File: src/rtl/hnf_txreq_arb_pkg.sv
// Shared CHI request-channel types and constants for the HN-F TXREQ path.
package hnf_txreq_arb_pkg;

  // Largest number of L-credits a CHI receiver may hand out on one channel.
  localparam int unsigned CHI_MAX_LCRD = 15;

  typedef struct packed {
    logic [3:0]  qos;
    logic [6:0]  tgt_id;
    logic [6:0]  src_id;
    logic [7:0]  txn_id;
    logic [5:0]  opcode;
    logic [31:0] addr;
  } reqflit_t;

  // (base + offset) mod n, assuming base < n and offset < n.
  function automatic int unsigned rr_index(int unsigned base, int unsigned offset,
                                           int unsigned n);
    int unsigned sum;
    sum = base + offset;
    return (sum >= n) ? sum - n : sum;
  endfunction

endpackage

File: src/rtl/hnf_rr_arb.sv
// Round-robin arbiter: the pointer names the highest-priority requester and moves to
// one past the winner whenever the caller reports that the grant was taken.
module hnf_rr_arb
  import hnf_txreq_arb_pkg::*;
#(
  parameter int unsigned NUM_REQ = 3,
  localparam int unsigned IdxW = $clog2(NUM_REQ)
) (
  input  logic               clock,
  input  logic               reset,
  input  logic [NUM_REQ-1:0] req,
  input  logic               enable,
  input  logic               advance,
  output logic [NUM_REQ-1:0] grant,
  output logic [IdxW-1:0]    winner
);

  logic [IdxW-1:0] ptr_q, ptr_d;
  logic [IdxW-1:0] idx;
  logic            found;

  // Search req starting at ptr, wrapping modulo NUM_REQ; first hit wins.
  always_comb begin
    grant  = '0;
    winner = '0;
    found  = 1'b0;
    idx    = '0;
    for (int unsigned off = 0; off < NUM_REQ; off++) begin
      idx = IdxW'(rr_index(32'(ptr_q), off, NUM_REQ));
      if (enable && !found && req[idx]) begin
        found      = 1'b1;
        grant[idx] = 1'b1;
        winner     = idx;
      end
    end
  end

  // Pointer moves past the winner only on a taken grant.
  always_comb begin
    ptr_d = ptr_q;
    if (advance) begin
      ptr_d = (winner == IdxW'(NUM_REQ - 1)) ? '0 : winner + 1'b1;
    end
  end

  // Pointer register.
  always_ff @(posedge clock) begin
    if (reset) begin
      ptr_q <= '0;
    end else begin
      ptr_q <= ptr_d;
    end
  end

endmodule

File: src/rtl/hnf_txreq_arb.sv
// HN-F TXREQ link arbiter: owns the TXREQ L-credit counter, picks one internal requester
// per cycle round-robin, and registers the winning flit onto the link.
module hnf_txreq_arb
  import hnf_txreq_arb_pkg::*;
#(
  parameter int unsigned NUM_REQ = 3,
  parameter int unsigned MAX_CRD = CHI_MAX_LCRD,
  localparam int unsigned CrdW = $clog2(MAX_CRD + 1),
  localparam int unsigned IdxW = $clog2(NUM_REQ)
) (
  input  logic                     clock,
  input  logic                     reset,
  input  reqflit_t [NUM_REQ-1:0]   req_flit,
  input  logic [NUM_REQ-1:0]       req_valid,
  output logic [NUM_REQ-1:0]       req_ready,
  output reqflit_t                 TXREQFLIT,
  output logic                     TXREQFLITV,
  output logic                     TXREQFLITPEND,
  input  logic                     TXREQLCRDV,
  output logic [CrdW-1:0]          crd_cnt,
  output logic                     crd_ovf
);

  localparam logic [CrdW-1:0] CrdMax = CrdW'(MAX_CRD);

  logic [CrdW-1:0] crd_q, crd_d;
  logic            ovf_q, ovf_d;
  reqflit_t        flit_q, flit_d;
  logic            flitv_q;
  logic            accept;
  logic [IdxW-1:0] winner;

  // Credits are only usable the cycle after they arrive, so the enable uses the register.
  hnf_rr_arb #(
    .NUM_REQ (NUM_REQ)
  ) u_rr_arb (
    .clock   (clock),
    .reset   (reset),
    .req     (req_valid),
    .enable  (crd_q != '0),
    .advance (accept),
    .grant   (req_ready),
    .winner  (winner)
  );

  // Grants are already qualified by valid, so any grant is an accept.
  always_comb begin
    accept        = |(req_valid & req_ready);
    TXREQFLITPEND = accept;
  end

  // Credit counter: +1 on LCRDV, -1 on accept, saturate and flag overflow at the top.
  always_comb begin
    crd_d = crd_q;
    ovf_d = ovf_q;
    if (TXREQLCRDV && !accept) begin
      if (crd_q == CrdMax) begin
        ovf_d = 1'b1;
      end else begin
        crd_d = crd_q + 1'b1;
      end
    end else if (!TXREQLCRDV && accept) begin
      crd_d = crd_q - 1'b1;
    end
  end

  // Output flit holds its last value when nothing is sent.
  always_comb begin
    flit_d = flit_q;
    if (accept) begin
      flit_d = req_flit[winner];
    end
  end

  // State registers.
  always_ff @(posedge clock) begin
    if (reset) begin
      crd_q   <= '0;
      ovf_q   <= 1'b0;
      flit_q  <= '0;
      flitv_q <= 1'b0;
    end else begin
      crd_q   <= crd_d;
      ovf_q   <= ovf_d;
      flit_q  <= flit_d;
      flitv_q <= accept;
    end
  end

  // Output wiring.
  always_comb begin
    TXREQFLIT  = flit_q;
    TXREQFLITV = flitv_q;
    crd_cnt    = crd_q;
    crd_ovf    = ovf_q;
  end

endmodule

File: config.mk
export PLATFORM = sky130hd
export DESIGN_NAME = hnf_txreq_arb
export DESIGN_NICKNAME = d
export VERILOG_FILES = /design/src/rtl/hnf_txreq_arb_pkg.sv /design/src/rtl/hnf_rr_arb.sv /design/src/rtl/hnf_txreq_arb.sv
export SDC_FILE = /design/constraint.sdc
export NUM_CORES = 1
export LEC_CHECK = 0
export CORE_ASPECT_RATIO = 0.6
export CORE_MARGIN = 2
export CORE_UTILIZATION = 35
export DETAILED_ROUTE_END_ITERATION = 8
export GPL_TIMING_DRIVEN = 1
export HOLD_SLACK_MARGIN = 0.15
export PLACE_DENSITY_LB_ADDON = 0.25
export SETUP_SLACK_MARGIN = 0.4
export SLEW_MARGIN = 30
export SYNTH_ARGS = -nofsm -noshare
export SYNTH_HDL_FRONTEND = slang
export SYNTH_SLANG_ARGS = --single-unit
File: constraint.sdc
create_clock -name clock -period 4.8 [get_ports clock]
set_clock_uncertainty 0.05 [all_clocks]
set_input_delay 1.44 -clock clock [delete_from_list [all_inputs] [get_ports clock]]
set_output_delay 1.44 -clock clock [all_outputs]
set_load 0.02 [all_outputs]
==> flow_metrics.py <==
metrics = {
    "floorplan": {
        "fp.coreArea_sq_um": 10600,
        "die_boundary_width_um": 139,
        "die_area_sq_um": 11900,
        "ioPinCount": 272,
        "initial_core_util_pct": 36.2,
        "height_of_the_chip_um": 85.2,
        "rows": 29,
    },
    "power_and_ir_drop": {
        "cellLeakagePower_uw": 0.00262,
        "power_per_cell_area_nw_per_um2": 598,
        "final_total_power_uw": 4330,
        "share_clk_of_total_power_pct": 18.9,
        "p_sw_share_pct": 42.5,
        "share_comb_of_total_power_pct": 60.0,
        "power_frac_seq_pct": 21.1,
        "worst_ir_drop_vdd_uv": 424,
        "p_switching_uw": 1840,
        "cellInternalPower_uw": 2490,
    },
    "final_layout": {
        "fraction_of_layout_instances_using_a_drive_strength_above_1_pct": 8.77,
        "area.sequential_sq_um": 1440,
        "finalNetCount": 942,
        "antennaDiodeCount": 0,
        "fill_cells": 822,
        "multiInputGateArea_sq_um": 2280,
        "finish.utilization_pct": 68.1,
        "relative_area_change_from_synthesis_to_final_layout_pct": 88.3,
    },
    "worst_setup_path": {
        "worstSetupEndpointType": "output port",
        "critical_path_class": "in2out",
        "reg2reg_path_depth": 15,
        "critical_path.startpoint_type": "input port",
        "worstPathArrival_ps": 2850,
        "worst-endpoint-required_ps": 3310,
        "crit_fanout": 5,
    },
    "sta": {
        "slew-limit-headroom_pct": 36.6,
        "fin_setup_tns_ps": 0,
        "timing_worst_slew_pin_value_ps": 942,
        "rsz_0062_raised_after_global_routing": "false",
        "timing.final.max_slew_violations": 0,
        "setup-violations-final": 0,
        "final_hold_viol_count": 0,
        "final_period_minus_worst_setup_slack_ps": 4340,
        "timing.final.crit_share_pct": 90.5,
        "fmax_mhz": 230,
    },
    "clock_network": {
        "tritoncts": "built",
        "htree_num_levels": 3,
        "clock_latency_ps": 320,
        "clk_pin_slew_worst_paths_ps": 50,
        "clock_sink_count": 72,
        "clock_path_buffers": 2,
        "holdBufCountCts": 0,
        "cts_made_buffers": 9,
        "cts_root_buf": "sky130_fd_sc_hd__clkbuf_16",
    },
    "route": {
        "route.detailed.drc": 0,
        "drt-total-wl_um": 15400,
        "post_dr_vias_cell": 5.42,
        "wl_per_cell_um": 17.5,
        "drt-initial-drc-count": 207,
        "drt-pass1-iter-count": 5,
        "route.vias.total": 4771,
        "postRouteAntennaNets": 0,
    },
    "grt": {
        "grt_pass1_wl_um": 23600,
        "grt_overflow_total": 0,
        "pin_count_of_the_biggest_net_entering_global_routing": 71,
        "grtUsageTotal_pct": 24.5,
        "grt_antenna_before_repair": 0,
        "grt_pass1_vias": 4785,
    },
    "placement": {
        "port_buffers": 271,
        "detailedPlacementHpwl_um": 10900,
        "place.gp.congestion": 0.893,
    },
    "logic_synthesis": {
        "synth-edff-count": 0,
        "syn_warnings": 0,
        "share_of_the_yosys_chip_area_belonging_to_registers_pct": 37.5,
        "avgSynthCellArea_sq_um": 8.13,
        "syn_area_sq_um": 3840,
        "ys.flop_type": "sky130_fd_sc_hd__dfxtp_1",
        "syn_nets": 678,
        "synthDistinctLibCells": 48,
        "synthArstFlopShare_pct": 0,
        "postSynthCellCount": 473,
        "ys_seq_elements": 72,
    },
    "job": {
        "maxcap_viol_count": 0,
    },
    "status": {
        "outcome": "complete, no violations",
    },
    "hold_path": {
        "worst_hold_path_type": "reg2reg",
        "hold_path_depth": 2,
    },
}
[final timing paths]
path,to,slack [ps],startpoint
setup / recovery,TXREQFLITPEND,460,req_valid[0]
hold / removal,crd_ovf$_SDFFE_PP0P_,430,crd_ovf$_SDFFE_PP0P_
setup reg to reg,crd_cnt[3]$_SDFFE_PP0P_,980,u_rr_arb.ptr_q[1]$_SDFFE_PP0P_
hold reg to reg,crd_ovf$_SDFFE_PP0P_,430,crd_ovf$_SDFFE_PP0P_
[power by group through the flow]
stage	Clock (uW)	Sequential, uW	Combinational [uW]
after floorplan	0	1130	1280
after global placement	0	910	2420
after detailed placement	0	922	2480
after CTS	841	911	2530
after global routing	866	938	2820
final	819	913	2600
[final cells by class]
type	count	share of cell area, %
flip-flops and latches	72	19.9
multi-input cells	347	31.5
well taps	139	2.40
inverters	7	0.363
clock inverters	5	1.78
clock buffers	10	3.30
repair buffers	300	40.7
[cells in the final DEF (no fill, tap or decap), types with 3 or more instances in the layout]
master	count
sky130_fd_sc_hd__clkdlybuf4s50_1	263
sky130_fd_sc_hd__dfxtp_1	72
sky130_fd_sc_hd__nor2_1	72
sky130_fd_sc_hd__a21oi_1	71
sky130_fd_sc_hd__a22oi_1	64
sky130_fd_sc_hd__a211oi_1	64
sky130_fd_sc_hd__buf_4	26
sky130_fd_sc_hd__clkbuf_16	10
sky130_fd_sc_hd__nand2_1	8
sky130_fd_sc_hd__inv_1	6
sky130_fd_sc_hd__o21ai_0	6
sky130_fd_sc_hd__ha_1	6
sky130_fd_sc_hd__nand2b_1	5
sky130_fd_sc_hd__o211ai_1	5
sky130_fd_sc_hd__bufinv_16	4
sky130_fd_sc_hd__mux2i_1	3
sky130_fd_sc_hd__buf_2	3
sky130_fd_sc_hd__buf_6	3
[Yosys cell counts, drive strengths merged (2+ instances only)]
master / count / area share [%]
a211oi: 64 / 12
a21oi: 72 / 9.4
a22oi: 64 / 12
and4: 3 / 0.75
buf: 12 / 1.4
clkbuf: 35 / 3.4
dfxtp: 72 / 37
ha: 6 / 2.0
inv: 7 / 0.68
mux2: 3 / 0.88
mux2i: 4 / 1.0
nand2: 9 / 0.88
nand2b: 6 / 0.98
nand3: 2 / 0.26
nor2: 74 / 7.4
nor2b: 3 / 0.49
nor3: 2 / 0.39
o211ai: 5 / 0.98
o21ai: 8 / 1.0
or4: 2 / 0.39
[worst max-delay path, cell delays in order]
cell                      delay, ps
sky130_fd_sc_hd__buf_2          120
sky130_fd_sc_hd__buf_6          120
sky130_fd_sc_hd__mux2i_2        180
sky130_fd_sc_hd__nand2_2        130
sky130_fd_sc_hd__and4_4         220
sky130_fd_sc_hd__o311a_4        320
sky130_fd_sc_hd__nor2_4         140
sky130_fd_sc_hd__inv_2           50
sky130_fd_sc_hd__buf_6          120
[what timing repair did]
action	CTS	global route
setup buffers	3	1
pin swaps	6	1
cloned	0	1
endpoints found under the setup margin	7	3
gates resized for setup	33	5
[logic make-up after synthesis]
| kind of cell | Yosys count | synth area share [%] |
|---|---|---|
| fa+ha+maj | 7 | 2.47 |
| flops | 72 | 37.5 |
| compound gates | 226 | 39.7 |
| mux | 7 | 1.92 |
| simple gates | 105 | 12.4 |
| xor+xnor | 2 | 0.456 |
| buf+inv | 54 | 5.53 |
[metal layers]
layer | vias up | global-route usage (%) | routed length (um)
met5 | - | 0 | 0
met4 | 0 | 5.79 | 235
met3 | 21 | 8.18 | 1280
met2 | 189 | 43.7 | 7540
li1 | 2312 | - | -
met1 | 2249 | 28.7 | 6360
[stage by stage]
| stage | hold slack [ps] | setup slack (ps) | std cells | cell area (sq um) |
|---|---|---|---|---|
| floorplan | 415 | 334 | 473 | 3850 |
| global placement | 406 | -607 | 860 | 6760 |
| detailed placement | 425 | -709 | 860 | 6760 |
| CTS | 437 | 460 | 878 | 7180 |
| global route | 454 | 414 | 880 | 7240 |
| finish | 430 | 456 | 880 | 7240 |
[state kept, by name, indices dropped and copies added, names as in the netlist]
name	count
crd_cnt	4
TXREQFLIT	64
TXREQFLITV	1
u_rr_arb.ptr_q	2
crd_ovf	1
Note: power is estimated with default switching activity, not from simulation.
